==> src/rtl/acia_pkg.sv <==
// Shared definitions for the ACIA bus-master sequencer: state encoding,
// ACIA status bit positions and default control bytes.
package acia_pkg;

   typedef enum logic [2:0] {
      S_MRST  = 3'd0,
      S_CFG   = 3'd1,
      S_POLL  = 3'd2,
      S_EVAL  = 3'd3,
      S_RXRD  = 3'd4,
      S_RXCAP = 3'd5,
      S_TX    = 3'd6,
      S_GAP   = 3'd7
   } state_t;

   localparam int ACIA_ST_RXF = 0;
   localparam int ACIA_ST_TXE = 1;
   localparam int ACIA_ST_FE  = 4;
   localparam int ACIA_ST_OVR = 5;
   localparam int ACIA_ST_IRQ = 7;

   // div-select 01, word 101, tx-ctrl 00, RIE 0
   localparam logic [7:0] DEF_CTRL_WORD = 8'h15;
   localparam logic [7:0] DEF_MRST_WORD = 8'h03;

endpackage

==> src/rtl/rr_arb2.sv <==
// Two-way round-robin arbiter: grant latched on i_load, history updated on i_upd.
module rr_arb2 (
   input  logic i_clk,
   input  logic i_rst,
   input  logic i_req0,
   input  logic i_req1,
   input  logic i_load,
   input  logic i_upd,
   output logic o_gnt,
   output logic o_any
);

   logic r_last;
   logic r_gnt;
   logic w_gnt;

   // On a tie the requester that did not win last time is chosen.
   always_comb begin
      w_gnt = 1'b0;
      if (i_req0 && i_req1) begin
         w_gnt = ~r_last;
      end else if (i_req1) begin
         w_gnt = 1'b1;
      end else begin
         w_gnt = 1'b0;
      end
   end

   always_ff @(posedge i_clk) begin
      if (i_rst) begin
         r_last <= 1'b1;
         r_gnt  <= 1'b0;
      end else begin
         if (i_load) begin
            r_gnt <= w_gnt;
         end
         if (i_upd) begin
            r_last <= r_gnt;
         end
      end
   end

   assign o_gnt = r_gnt;
   assign o_any = i_req0 | i_req1;

endmodule

==> src/rtl/acia_master.sv <==
// ACIA bus-master: resets and configures the ACIA, then polls status,
// drains received bytes and shares the transmitter between two requesters.
module acia_master
   import acia_pkg::*;
#(
   parameter logic [7:0] CTRL_WORD = DEF_CTRL_WORD,
   parameter logic [7:0] MRST_WORD = DEF_MRST_WORD
) (
   input  logic       clk,
   input  logic       rst,
   output logic       acia_cs,
   output logic       acia_we,
   output logic       acia_rs,
   output logic [7:0] acia_din,
   input  logic [7:0] acia_dout,
   input  logic       req0_valid,
   input  logic [7:0] req0_data,
   output logic       req0_ready,
   input  logic       req1_valid,
   input  logic [7:0] req1_data,
   output logic       req1_ready,
   output logic       rx_valid,
   output logic [7:0] rx_data,
   output logic [7:0] status,
   output logic       init_done
);

   state_t     r_state;
   logic       r_rx_valid;
   logic [7:0] r_rx_data;
   logic [7:0] r_status;
   logic       r_init_done;
   logic       w_gnt;
   logic       w_any;

   rr_arb2 u_arb (
      .i_clk  (clk),
      .i_rst  (rst),
      .i_req0 (req0_valid),
      .i_req1 (req1_valid),
      .i_load (r_state == S_EVAL),
      .i_upd  (r_state == S_TX),
      .o_gnt  (w_gnt),
      .o_any  (w_any)
   );

   // Strobes are decoded from the state and suppressed while rst is high,
   // so an in-flight write is dropped in the reset cycle.
   always_comb begin
      acia_cs    = 1'b0;
      acia_we    = 1'b0;
      acia_rs    = 1'b0;
      acia_din   = 8'h00;
      req0_ready = 1'b0;
      req1_ready = 1'b0;
      if (!rst) begin
         case (r_state)
            S_MRST: begin
               acia_cs  = 1'b1;
               acia_we  = 1'b1;
               acia_din = MRST_WORD;
            end
            S_CFG: begin
               acia_cs  = 1'b1;
               acia_we  = 1'b1;
               acia_din = CTRL_WORD;
            end
            S_POLL: begin
               acia_cs = 1'b1;
            end
            S_RXRD: begin
               acia_cs = 1'b1;
               acia_rs = 1'b1;
            end
            S_TX: begin
               acia_cs    = 1'b1;
               acia_we    = 1'b1;
               acia_rs    = 1'b1;
               acia_din   = w_gnt ? req1_data : req0_data;
               req0_ready = ~w_gnt;
               req1_ready = w_gnt;
            end
            default: begin
               acia_cs = 1'b0;
            end
         endcase
      end else begin
         acia_cs = 1'b0;
      end
   end

   always_ff @(posedge clk) begin
      if (rst) begin
         r_state     <= S_MRST;
         r_rx_valid  <= 1'b0;
         r_rx_data   <= 8'h00;
         r_status    <= 8'h00;
         r_init_done <= 1'b0;
      end else begin
         r_rx_valid <= 1'b0;
         case (r_state)
            S_MRST:  r_state <= S_CFG;
            S_CFG: begin
               r_init_done <= 1'b1;
               r_state     <= S_POLL;
            end
            S_POLL:  r_state <= S_EVAL;
            // Receive wins over transmit to keep overrun risk low.
            S_EVAL: begin
               r_status <= acia_dout;
               if (acia_dout[ACIA_ST_RXF]) begin
                  r_state <= S_RXRD;
               end else if (acia_dout[ACIA_ST_TXE] && w_any) begin
                  r_state <= S_TX;
               end else begin
                  r_state <= S_POLL;
               end
            end
            S_RXRD:  r_state <= S_RXCAP;
            S_RXCAP: begin
               r_rx_data  <= acia_dout;
               r_rx_valid <= 1'b1;
               r_state    <= S_POLL;
            end
            S_TX:    r_state <= S_GAP;
            S_GAP:   r_state <= S_POLL;
            default: r_state <= S_MRST;
         endcase
      end
   end

   assign rx_valid  = r_rx_valid;
   assign rx_data   = r_rx_data;
   assign status    = r_status;
   assign init_done = r_init_done;

endmodule

==> config.mk <==
export PLATFORM = sky130hd
export DESIGN_NAME = acia_master
export DESIGN_NICKNAME = d
export VERILOG_FILES = /design/src/rtl/acia_pkg.sv /design/src/rtl/rr_arb2.sv /design/src/rtl/acia_master.sv
export SDC_FILE = /design/constraint.sdc
export NUM_CORES = 1
export LEC_CHECK = 0
export BUFFER_PORTS_ARGS = -buffer_cell sky130_fd_sc_hd__buf_2
export CORE_MARGIN = 10
export CORE_UTILIZATION = 46
export CTS_BUF_LIST = sky130_fd_sc_hd__clkbuf_4 sky130_fd_sc_hd__clkbuf_8 sky130_fd_sc_hd__clkbuf_16
export DETAILED_ROUTE_END_ITERATION = 6
export PLACE_DENSITY = 0.83
export SLEW_MARGIN = 10
export SYNTH_ARGS = -nofsm -noshare
export SYNTH_HDL_FRONTEND = slang
export SYNTH_SLANG_ARGS = --single-unit
==> constraint.sdc <==
create_clock -name clk -period 2.2 [get_ports clk]
set_input_delay 0.11 -clock clk [delete_from_list [all_inputs] [get_ports clk]]
set_output_delay 0.11 -clock clk [all_outputs]
set_load 0.005 [all_outputs]
# --- After elaboration in Yosys (flattened, before gate mapping) ---
# Index checks and enable logic that the tools add are counted.
classes:
  eq_ne: 7
  muxes: 19
  n_bitwise: 3
  reduce_logical: 7
op_table:
  columns: ["op", "count"]
  rows:
  - ["one-hot mux 8 bit (3 select lines)", 1]
  - ["one-hot mux 3 bit (6 select lines)", 1]
  - ["two-way mux 8 bit", 2]
  - ["two-way mux 1 bit", 13]
  - ["== test 3 bit (second input constant)", 4]
  - ["== test 3 x 2 -> 1 bit (second input constant)", 2]
  - ["two-way mux 3 bit", 2]
  - ["OR reduction 3 bit", 2]
  - ["OR reduction 5 bit", 1]
  - ["== test 3 x 1 -> 1 bit (second input constant)", 1]
  - ["logical NOT 3 bit", 1]
  - ["logical AND 1 bit", 2]
  - ["NOT 1 bit", 2]
  - ["OR reduction 2 bit", 1]
  - ["bitwise OR 1 bit", 1]
totals:
  reg_bits: 23
  output_inout_bits: 31

# --- Longest topological paths before layout ---
# Gate-level depths: netlist of run 1.
depth:
  ltp_word: 5
  depth_mapped: 5

# --- Cells and area by module ---
# A second synthesis of run 1 with hierarchy kept.
unflattened:
  hier_cells: 118
  area_unflattened_um2: 1147.4
by_module_without_submodules:
  columns: ["mod", "instances", "cells_each", "area_per_inst_um2"]
  rows:
  - ["acia_master", 1, 109, 1066.0]
  - ["rr_arb2", 1, 9, 81.3]

# --- Least setup slack after synthesis of run 1 ---
# Ideal clock, no wire load.
synth_path:
  path_kind: "register -> output"
  start: "reg u_arb.r_gnt, in the netlist u_arb.o_gnt"
  end: "out acia_din[0]"
  arrival_ns: 1.030
  required_time_ns: 2.090
  slack_ns: 1.060
  path_stages_with_launch: 5
  path_buffers: 1
  cell_sequence: "dfxtp_1 buf_4 mux2_2 a21oi_1 nor2_1"
synth_between:
  elab_chain_cells: 3
synth_rtl:
  columns: ["element", "line_no", "source"]
  rows:
  - ["from (decl)", "rr_arb2.sv:14", "logic r_gnt;"]
  - ["from (signal assigned)", "rr_arb2.sv:35", "r_gnt <= w_gnt;"]
  - ["two-way mux 8 bit", "acia_master.sv:79", "acia_din = w_gnt ? req1_data : req0_data;"]
  - ["one-hot mux 8 bit (3 select lines)", "acia_master.sv:57", "case (r_state)"]
  - ["two-way mux 8 bit", "acia_master.sv:56", "if (!rst) begin"]
  - ["to (decl)", "acia_master.sv:14", "output logic [7:0] acia_din,"]
# Every way passes these cells.

# --- Final worst setup path of run 1 ---
layout_path:
  start: "reg u_arb.r_gnt, in the netlist u_arb.o_gnt"
  end: "out acia_din[2]"
# The elaborated chain is that of the path after synthesis.

==> results of run 1 <==
cell type report:
type	count	share of cell area (%)
Clock buffer	3	1.68
Clock inverter	1	0.373
Inverter	1	0.280
Multi-Input combinational cell	81	39.1
Sequential cell	23	34.3
Tap cell	28	2.61
Timing Repair Buffer	58	21.6
state kept, by name (all words and copies together) (netlist names):
signal and count:
status 8, u_arb.r_last 1, init_done 1, r_state 3, rx_valid 1, u_arb.o_gnt 1
rx_data 8
placed cells by master, fill, tap and decap left out, types with 2 or more instances in the layout:
cell | netlist | routed
buf_2 | 1 | 58
nor2_1 | 35 | 35
dfxtp_1 | 23 | 23
mux2i_1 | 20 | 20
a21oi_1 | 5 | 5
mux2_2 | 4 | 4
clkbuf_4 | 0 | 3
nand3_1 | 2 | 2
a21boi_0 | 2 | 2
nand3b_1 | 2 | 2
per-stage QoR:
| step | util (%) | cells |
|---|---|---|
| 2_1_floorplan | - | 115 |
| 3_3_place_gp | 59.4 | 191 |
| 3_5_place_dp | 59.4 | 191 |
| 4_1_cts | 60.7 | 195 |
| 5_1_grt | 60.7 | 195 |
| 6_report | 60.7 | 195 |
logic make-up after synthesis:
group | count (synthesis) | synth area share, %
AND/OR/NAND/NOR | 47 | 20.3
multiplexers | 24 | 23.1
AO/OA/AOI/OAI | 10 | 6.12
buffers and inverters | 11 | 7.18
flip-flops | 23 | 43.3
path summary, 6_finish.rpt:
path                      from          end  slack (ns)  cells after the start
hold / removal    acia_dout[7]    status[7]        0.05                      3
setup reg to reg    r_state[2]   rx_data[1]        0.74                      3
hold reg to reg      init_done    init_done        0.49                      2
setup / recovery   u_arb.o_gnt  acia_din[2]        0.38                      4
Yosys cell counts, drive strengths merged (2+ instances only):
library cell / instances / area share [%]
buf: 8 / 6.1
dfxtp: 23 / 43
nand3b: 2 / 1.4
nand3: 2 / 0.94
mux2i: 20 / 19
a21boi: 2 / 1.4
a21oi: 5 / 2.4
nor2: 35 / 12
mux2: 4 / 4.2
clkbuf: 2 / 0.71
routing by layer:
layer	vias up	global-route usage, %	share of wire [%]	wire length (µm)
met5	-	0	0	0
met2	46	20.5	45	1240
li1	485	-	-	-
met3	2	5.06	14	378
met1	420	13.1	41	1130
met4	0	3.77	0.54	15
power by group:
part           internal [µW]  total [µW]  switching [µW]  leakage (µW)
Combinational           53.7         101            47.0      0.000567
Sequential               428         441            13.2      0.000187
Clock                   67.6         183             115     0.0000177
worst max-delay path: cells and delay by family, from the launching register on:
family | cells | cell delay, ns
simple gates | 1 | 0.05
compound gates | 1 | 0.14
flops | 1 | 0.66
mux | 1 | 0.40
buf+inv | 1 | 0.15
==> impl_results.md, run 1 <==
- Outcome: finished, final reports clean
- CP endpoint kind: output port
- Cts hold-fix bufs: 0
- Max Fclk: 551 MHz
- Synth Warn #: 0
- Clock latency on the worst-skew pair: slightly below 0.3 ns
- Footprint of the multi-input gates: 526 µm²
- Total number of vias: 953
- Final Total Pwr: a little over 700 µW
- Crit Path Max Fanout: 12
- Place WS: between 0.7 and 0.8 ns
- Setup violators final: 0
- Crit-path slowest cell: dfxtp_1
- Main synth FF type: dfxtp_1
- Period minus WS final: about 1.8 ns
- Critical-path cell list: mux2_2, a21oi_1, nor2_1, buf_2
- Wire per inst: about 14 µm
- CTS sink count: 23
- Fin. max-slew vios: 0
- H-tree level count: 1
- Initial antenna violation count: 0
- EDFF count, synth: 0
- Cell area after synthesis: between 1000 and 1500 µm²
- Critical path class: flip-flop to output port
- DIE AREA: between 4000 and 5000 µm²
- Synth Register Bits: 23
- Tightest Pin Transition: roughly 0.57 ns
- Layout area overhead: 26.4%
- VDD IR-drop max: between 0.3 and 0.4 mV
- Die X: approximately 70 µm
- Pwr per Cell Area: between 500 and 600 nW/µm²
- # port buffers: 58
- DRC: 0
- Global-route wire length before repair: between 4 and 5 mm
- Site Rows: 17
- Post-CTS setup repair buffer count: 0
- Vias per cell: roughly 5
- P_leak: around 0.00077 µW
- DP Wirelength: about 2.2 mm
- Syn avg cell area: 9.24 µm²
- DRT Pass-1 Iters: 4
- Total negative slack: 0 ns
- Num CTS Buffers: 3
- Final wirelength: ~2.8 mm
- Final WS setup: between 0.3 and 0.4 ns
- Layout fillers: between 200 and 250
- Slowest stage delay, CP: between 0.6 and 0.7 ns
- Hold Slack: about 0.05 ns
- Clk buf depth: 2
- Endpoints failing hold: 0
- Core box area: roughly 2200 µm²
- Grt total ovfl: 0
- Syn nets: ~140
- Die Y: approximately 68 µm
- NumNets Final: slightly below 200
- Vias in the first global route: between 1k and 1.5k
- Final period util: roughly 83%
- Post-Place Cell Area: roughly 1300 µm²
- Total track usage: 11.9%
- Data required, critical path: 2.09 ns
- Layout cells sized above 1: between 40% and 50%
- Starting Density: around 48%
- Fin area: between 1000 and 1500 µm²
- Async set-reset flop share out of synthesis: 0%
- Root Driver: clkbuf_4
- Ports: 59
- CTS tree: done
- Worst Path Arrival: roughly 1.7 ns
- Syn Inst Count: 115
- Seq/Total Area, Yosys: 43.3%
- RSZ-0062 raised after global routing: no
- Initial DRC Count: 29
- Ant. Diodes: 0
- Register area: between 400 and 500 µm²
- Synth cell types: 24
- Clock Pin Slew Worst Setup and Hold Paths: 0.12 ns
- Largest net degree at the start of global routing: 29
- CTS resizes: 0
- Antenna Nets Post-Route: 0
- RePlAce Congestion: between 0.8 and 0.9
- Startpoint Class: flip-flop
- Worst slew margin: approximately three fifths
- Hold Crit Class: input pin to flip-flop
- Fin Clk Skew: roughly 0.0014 ns
- Max_cap viols: 0
Note: power is estimated with default switching activity, not from simulation.
==> run 2, diff against run 1 <==
--- a/config.mk
+++ b/config.mk
@@ -7,10 +7,10 @@
 export LEC_CHECK = 0
 export BUFFER_PORTS_ARGS = -buffer_cell sky130_fd_sc_hd__buf_2
 export CORE_MARGIN = 10
-export CORE_UTILIZATION = 46
+export CORE_UTILIZATION = 43
 export CTS_BUF_LIST = sky130_fd_sc_hd__clkbuf_4 sky130_fd_sc_hd__clkbuf_8 sky130_fd_sc_hd__clkbuf_16
 export DETAILED_ROUTE_END_ITERATION = 6
-export PLACE_DENSITY = 0.83
+export PLACE_DENSITY = 0.78
 export SLEW_MARGIN = 10
 export SYNTH_ARGS = -nofsm -noshare
 export SYNTH_HDL_FRONTEND = slang
==> constraint.sdc (replaced) <==
create_clock -name clk -period 1.9 [get_ports clk]
set_input_delay 0.095 -clock clk [delete_from_list [all_inputs] [get_ports clk]]
set_output_delay 0.095 -clock clk [all_outputs]
set_load 0.005 [all_outputs]
==> run 2 against run 1 <==
Compared with the run above:
- die area increased by 4.9%
- count of clock-buffer cells in the layout unchanged
- via count decreased by 0.10%
- hold slack got worse by 0.032 ns
==> impl_results.md, run 2 (synthesis results as in run 1) <==
- # port buffers: 58 (unchanged)
- RSZ-0062 raised after global routing: no (unchanged)
- DP Wirelength: 2.26 mm (was 2.25 mm)
- DRT Pass-1 Iters: 4 (unchanged)
- Wire per inst: 14.5 µm (was 14.2 µm)
- Pint: 638 µW (was 549 µW)
- Die Y: 69.7 µm (was 68.1 µm)
- Final WS setup: 0.247 ns (was 0.384 ns)
- VDD IR-drop max: 0.444 mV (was 0.327 mV)
- Startpoint Class: flip-flop (unchanged)
- Worst slew margin: 59.6% (was 61.6%)
- Clock group share of total power: 26.6% (was 25.2%)
- Switching share of power: 25.4% (was 24.2%)
- Ports: 59 (unchanged)
- CTS tree: done (unchanged)
- Fin area: 1350 µm² (was 1340 µm²)
- Data required, critical path: 1.80 ns (was 2.09 ns)
- Post-Place Cells: 191 (unchanged)
- Layout fillers: 220 (was 210)
- Clock latency on the worst-skew pair: 0.31 ns (was 0.29 ns)
- Die X: 69.7 µm (was 68.1 µm)
- Fin Clk Skew: 0.00685 ns (was 0.00138 ns)
- Critical path class: flip-flop to output port (unchanged)
- Root Driver: clkbuf_4 (unchanged)
- Combinational share of power: 13.7% (was 13.9%)
- Most frequent cells in the layout: 58 x buf_2, 35 x nor2_1, 22 x dfxtp_1 (was 58 x buf_2, 35 x nor2_1, 23 x dfxtp_1)
- Pwr per Cell Area: 636 nW/µm² (was 540 nW/µm²)
- Power share of the sequential group: 59.7% (was 60.9%)
- Total track usage: 11.2% (was 11.9%)
- Period minus WS final: roughly 1.7 ns
- Global-route wire length before repair: 4.62 mm (was 4.51 mm)
- Max Fclk: approximately 600 MHz
- Crit Path Max Fanout: 12 (unchanged)
- Initial DRC Count: 56 (was 29)
- Layout cells sized above 1: 41.9% (was 41.3%)
- Cts hold-fix bufs: 0 (unchanged)
- RePlAce Congestion: 0.709 (was 0.859)
- P_leak: 0.000768 µW (was 0.000771 µW)
- Final Total Pwr: 856 µW (was 725 µW)
- Post-Place Cell Area: 1320 µm² (unchanged)
- DIE AREA: 4860 µm² (was 4630 µm²)
- Worst Path Arrival: 1.56 ns (was 1.71 ns)
- Most common cell after layout, fill and taps aside: buf_2 (unchanged)
- NumNets Final: 196 (unchanged)
- Place WS: 0.413 ns (was 0.717 ns)
- Psw: 218 µW (was 176 µW)
- Vias in the first global route: 1005 (was 1042)
- Layout Cells excl Fill: 195 (unchanged)
- H-tree level count: 1 (unchanged)
- Final period util: about 87%
- Clk buf depth: 2 (unchanged)
- CTS sink count: 23 (unchanged)
- CP endpoint kind: output port (unchanged)
- DRC: 0 (unchanged)
- Total negative slack: 0 ns (unchanged)
- Antenna Nets Post-Route: 0 (unchanged)
- Outcome: finished, final reports clean (unchanged)
- Vias per cell: 4.88 (was 4.89)
- Largest net degree at the start of global routing: 29 (unchanged)
- Num CTS Buffers: 3 (unchanged)
- Starting Density: 46.7% (was 48.0%)
- Core box area: 2280 µm² (was 2210 µm²)
- Hold Crit Class: input pin to flip-flop (unchanged)
- Setup violators final: 0 (unchanged)
- Tightest Pin Transition: 0.604 ns (was 0.574 ns)
- Initial antenna violation count: 0 (unchanged)
- Endpoints failing hold: 0 (unchanged)
- Clock Pin Slew Worst Setup and Hold Paths: 0.13 ns (was 0.12 ns)
- Ant. Diodes: 0 (unchanged)
- Max_cap viols: 0 (unchanged)
- Fin. max-slew vios: 0 (unchanged)
- Layout area overhead: 26.7% (was 26.4%)
- Site Rows: 17 (unchanged)
- Total number of vias: 952 (was 953)
- Final wirelength: 2.84 mm (was 2.77 mm)
- Grt total ovfl: 0 (unchanged)
run 2: cell types whose count changed in the layout (fill, tap and decap cells not counted):
cell / delta
clkinv_2: -1
dfxtp_1: -1
dfxtp_2: +1
clkinvlp_4: +1
run 2: power groups by stage:
stage / clock, µW / sequential [µW] / combinational [µW]
finish: 228 / 511 / 117
global route: 257 / 513 / 132
CTS: 240 / 511 / 120
detailed placement: 0 / 521 / 119
global placement: 0 / 520 / 115
floorplan: 0 / 513 / 75.8
run 2: final cells by class:
type | count | area, µm² | share of cell area (%)
clock buffer | 3 | 22.5 | 1.67
clock inverter | 1 | 7.51 | 0.558
inverter | 1 | 3.75 | 0.279
multi-input combinational | 81 | 526 | 39.0
sequential | 23 | 462 | 34.3
tap | 28 | 35.0 | 2.60
timing repair buffer | 58 | 290 | 21.6
run 2: metal layers:
layer / wire length, µm / share of wire [%] / track usage (%) / up-vias
met5: 0 / 0 / 0 / -
met1: 1180 / 42 / 12.0 / 436
li1: - / - / - / 486
met3: 210 / 7.4 / 5.42 / 0
met4: 0 / 0 / 1.30 / 0
met2: 1450 / 51 / 19.9 / 30
run 2: final timing paths:
| kind | start | endpoint | slack (ns) | cells after the start |
|---|---|---|---|---|
| setup / recovery | u_arb.o_gnt | acia_din[4] | 0.25 | 4 |
| hold / removal | acia_dout[2] | rx_data[2] | 0.02 | 3 |
| setup reg to reg | r_state[2] | rx_data[4] | 0.42 | 3 |
| hold reg to reg | init_done | init_done | 0.49 | 2 |
run 2: worst max-delay path, stage by stage (launching register included):
cell	delay, ns
dfxtp_2	0.53
mux2_2	0.38
a21oi_1	0.15
nor2_1	0.05
buf_2	0.14
run 2: through the flow:
step	utilization (%)	hold WS, ns
2_1_floorplan	-	0.239
3_3_place_gp	57.8	0.340
3_5_place_dp	57.8	0.351
4_1_cts	59.1	0.00954
5_1_grt	59.2	0.0198
6_report	59.2	0.0194
run 2: timing repair:
action | in CTS | in global routing
setup endpoints to repair | 0 | 3
resized for setup | 0 | 1
setup buffers | 0 | 0
==> run 3, diff against run 2 <==
--- a/config.mk
+++ b/config.mk
@@ -10,7 +10,7 @@
 export CORE_UTILIZATION = 43
 export CTS_BUF_LIST = sky130_fd_sc_hd__clkbuf_4 sky130_fd_sc_hd__clkbuf_8 sky130_fd_sc_hd__clkbuf_16
 export DETAILED_ROUTE_END_ITERATION = 6
-export PLACE_DENSITY = 0.78
+export PLACE_DENSITY_LB_ADDON = 0.1
 export SLEW_MARGIN = 10
 export SYNTH_ARGS = -nofsm -noshare
 export SYNTH_HDL_FRONTEND = slang
==> run 3 against run 2 <==
Compared with the run above:
- combinational power is essentially flat
- final cell count grew 0.51%
- first-iteration DRC count shrank 21%
- largest cell class unchanged
- maximum frequency grew 0.88%
- largest power group unchanged
- die area is the same
- critical path depth is the same
- critical endpoint is now acia_din[0]
- setup slack gained 0.014 ns
- design area grew 0.37%
- core utilization grew 0.22 points
==> impl_results.md, run 3 (synthesis results as in run 1) <==
- Total number of vias: 969 (was 952)
- Layout area overhead: 27.2% (was 26.7%)
- Psw: 219 µW (was 218 µW)
- Combinational share of power: 13.7% (about the same)
- Worst slew margin: 61.9% (was 59.6%)
- NumNets Final: 197 (was 196)
- Vias per cell: 4.94 (was 4.88)
- Most common cell after layout, fill and taps aside: buf_2 (unchanged)
- Post-Place Cells: 192 (was 191)
- Worst Path Arrival: 1.54 ns (was 1.56 ns)
- Setup violators final: 0 (unchanged)
- Core box area: 2280 µm² (unchanged)
- Largest net degree at the start of global routing: 29 (unchanged)
- Vias in the first global route: 992 (was 1005)
- Met3 Track Usage GR: 4.99% (was 5.42%)
- Hold Slack: 0.0135 ns (was 0.0194 ns)
- Layout Cells excl Fill: 196 (was 195)
- RSZ-0062 raised after global routing: no (unchanged)
- CTS tree: done (unchanged)
- Cts hold-fix bufs: 0 (unchanged)
- Global-route wire length before repair: 4.66 mm (was 4.62 mm)
- Data required, critical path: 1.80 ns (about the same)
- Total track usage: 11.4% (was 11.2%)
- Fin Clk Skew: 0.0117 ns (was 0.00685 ns)
- Initial antenna violation count: 0 (unchanged)
- Ant. Diodes: 0 (unchanged)
- RePlAce Congestion: 0.726 (was 0.709)
- Switching share of power: 25.6% (was 25.4%)
- Layout cells sized above 1: 42.3% (was 41.9%)
- Final period util: 86.2% (was 87.0%)
- Power share of the sequential group: 59.6% (was 59.7%)
- Fin. max-slew vios: 0 (unchanged)
- Final wirelength: 2.83 mm (was 2.84 mm)
- Period minus WS final: 1.64 ns (was 1.65 ns)
- DRC: 0 (unchanged)
- Total negative slack: 0 ns (unchanged)
- Final Total Pwr: 857 µW (was 856 µW)
- Grt total ovfl: 0 (unchanged)
- Outcome: finished, final reports clean (unchanged)
- # port buffers: 58 (unchanged)
- Pwr per Cell Area: 634 nW/µm² (was 636 nW/µm²)
- GR Util met1: 12.1% (was 12.0%)
- P_leak: 0.000776 µW (was 0.000768 µW)
- CTS sink count: 23 (unchanged)
- VDD IR-drop max: 0.657 mV (was 0.444 mV)
- Endpoints failing hold: 0 (unchanged)
- Max_cap viols: 0 (unchanged)
- Wire per inst: 14.4 µm (was 14.5 µm)
- CP endpoint kind: output port (unchanged)
- Ports: 59 (unchanged)
- Tightest Pin Transition: 0.570 ns (was 0.604 ns)
- Clk buf depth: 2 (unchanged)
- Max Fclk: 610 MHz (was 605 MHz)
- Clock group share of total power: 26.7% (was 26.6%)
- DRT Pass-1 Iters: 4 (unchanged)
- DIE AREA: 4860 µm² (unchanged)
- Initial DRC Count: 44 (was 56)
- Root Driver: clkbuf_4 (unchanged)
- Clock Pin Slew Worst Setup and Hold Paths: 0.13 ns (about the same)
- Met2 usage: 20.4% (was 19.9%)
- Critical path class: flip-flop to output port (unchanged)
- Hold Crit Class: input pin to flip-flop (unchanged)
- Starting Density: 46.7% (unchanged)
- Most frequent cells in the layout: 58 x buf_2, 35 x nor2_1, 22 x dfxtp_1 (unchanged)
- Startpoint Class: flip-flop (unchanged)
- Clock latency on the worst-skew pair: 0.32 ns (was 0.31 ns)
- Top Usage Layer GRT: met2 (unchanged)
- Num CTS Buffers: 3 (unchanged)
- Die X: 69.7 µm (unchanged)
- DP Wirelength: 2.21 mm (was 2.26 mm)
- Pint: 638 µW (about the same)
- Site Rows: 17 (unchanged)
- Crit Path Max Fanout: 12 (unchanged)
- Post-layout util: 59.4% (was 59.2%)
- H-tree level count: 1 (unchanged)
- Antenna Nets Post-Route: 0 (unchanged)
- Die Y: 69.7 µm (unchanged)
run 3: changes by cell type in the layout (fill, tap and decap cells not counted):
cell        change
buf_4           +1
clkinvlp_4      -1
clkinv_2        +1
run 3: critical path, stage by stage, from the launching register on:
cell and delay, ns:
dfxtp_2 0.52, mux2_2 0.37, a21oi_1 0.14, nor2_1 0.05
buf_2 0.14
run 3: final timing paths:
path,slack [ns],end,depth (start not counted),startpoint
worst max-delay path,0.26,acia_din[0],4,u_arb.o_gnt
worst min-delay path,0.01,status[5],3,acia_dout[5]
worst max register to register,0.47,status[1],4,r_state[1]
worst min register to register,0.49,init_done,2,init_done
run 3: metal layers:
layer	up-vias	part of all wire, %	wire (µm)
met5	-	0	0
met4	0	0.35	10
met1	449	39	1110
li1	488	-	-
met3	2	7.5	213
met2	30	53	1490
run 3: area by class of cell:
type	count	area, µm²
well taps	28	35.0
flip-flops and latches	23	462
repair buffers	59	298
fillers	207	925
inverters	1	3.75
clock inverters	1	5.00
multi-input cells	81	526
clock buffers	3	22.5
run 3: power by group through the flow:
stage	logic (µW)	clock network, µW	registers, µW
2_1_floorplan	75.8	0	513
3_3_place_gp	117	0	520
3_5_place_dp	119	0	521
4_1_cts	120	238	510
5_1_grt	134	261	513
6_report	118	229	510
run 3: timing repair:
action / CTS / global route
endpoints found under the setup margin: 0 / 2
resized for setup: 0 / 1
buffers inserted: 0 / 0
run 3: stage by stage:
step,setup WS (ns),instance area [µm²]
after global routing,0.0594,1350
final,0.262,1350
after CTS,0.0783,1350
after global placement,0.482,1320
after detailed placement,0.460,1320
after floorplan,0.775,1060
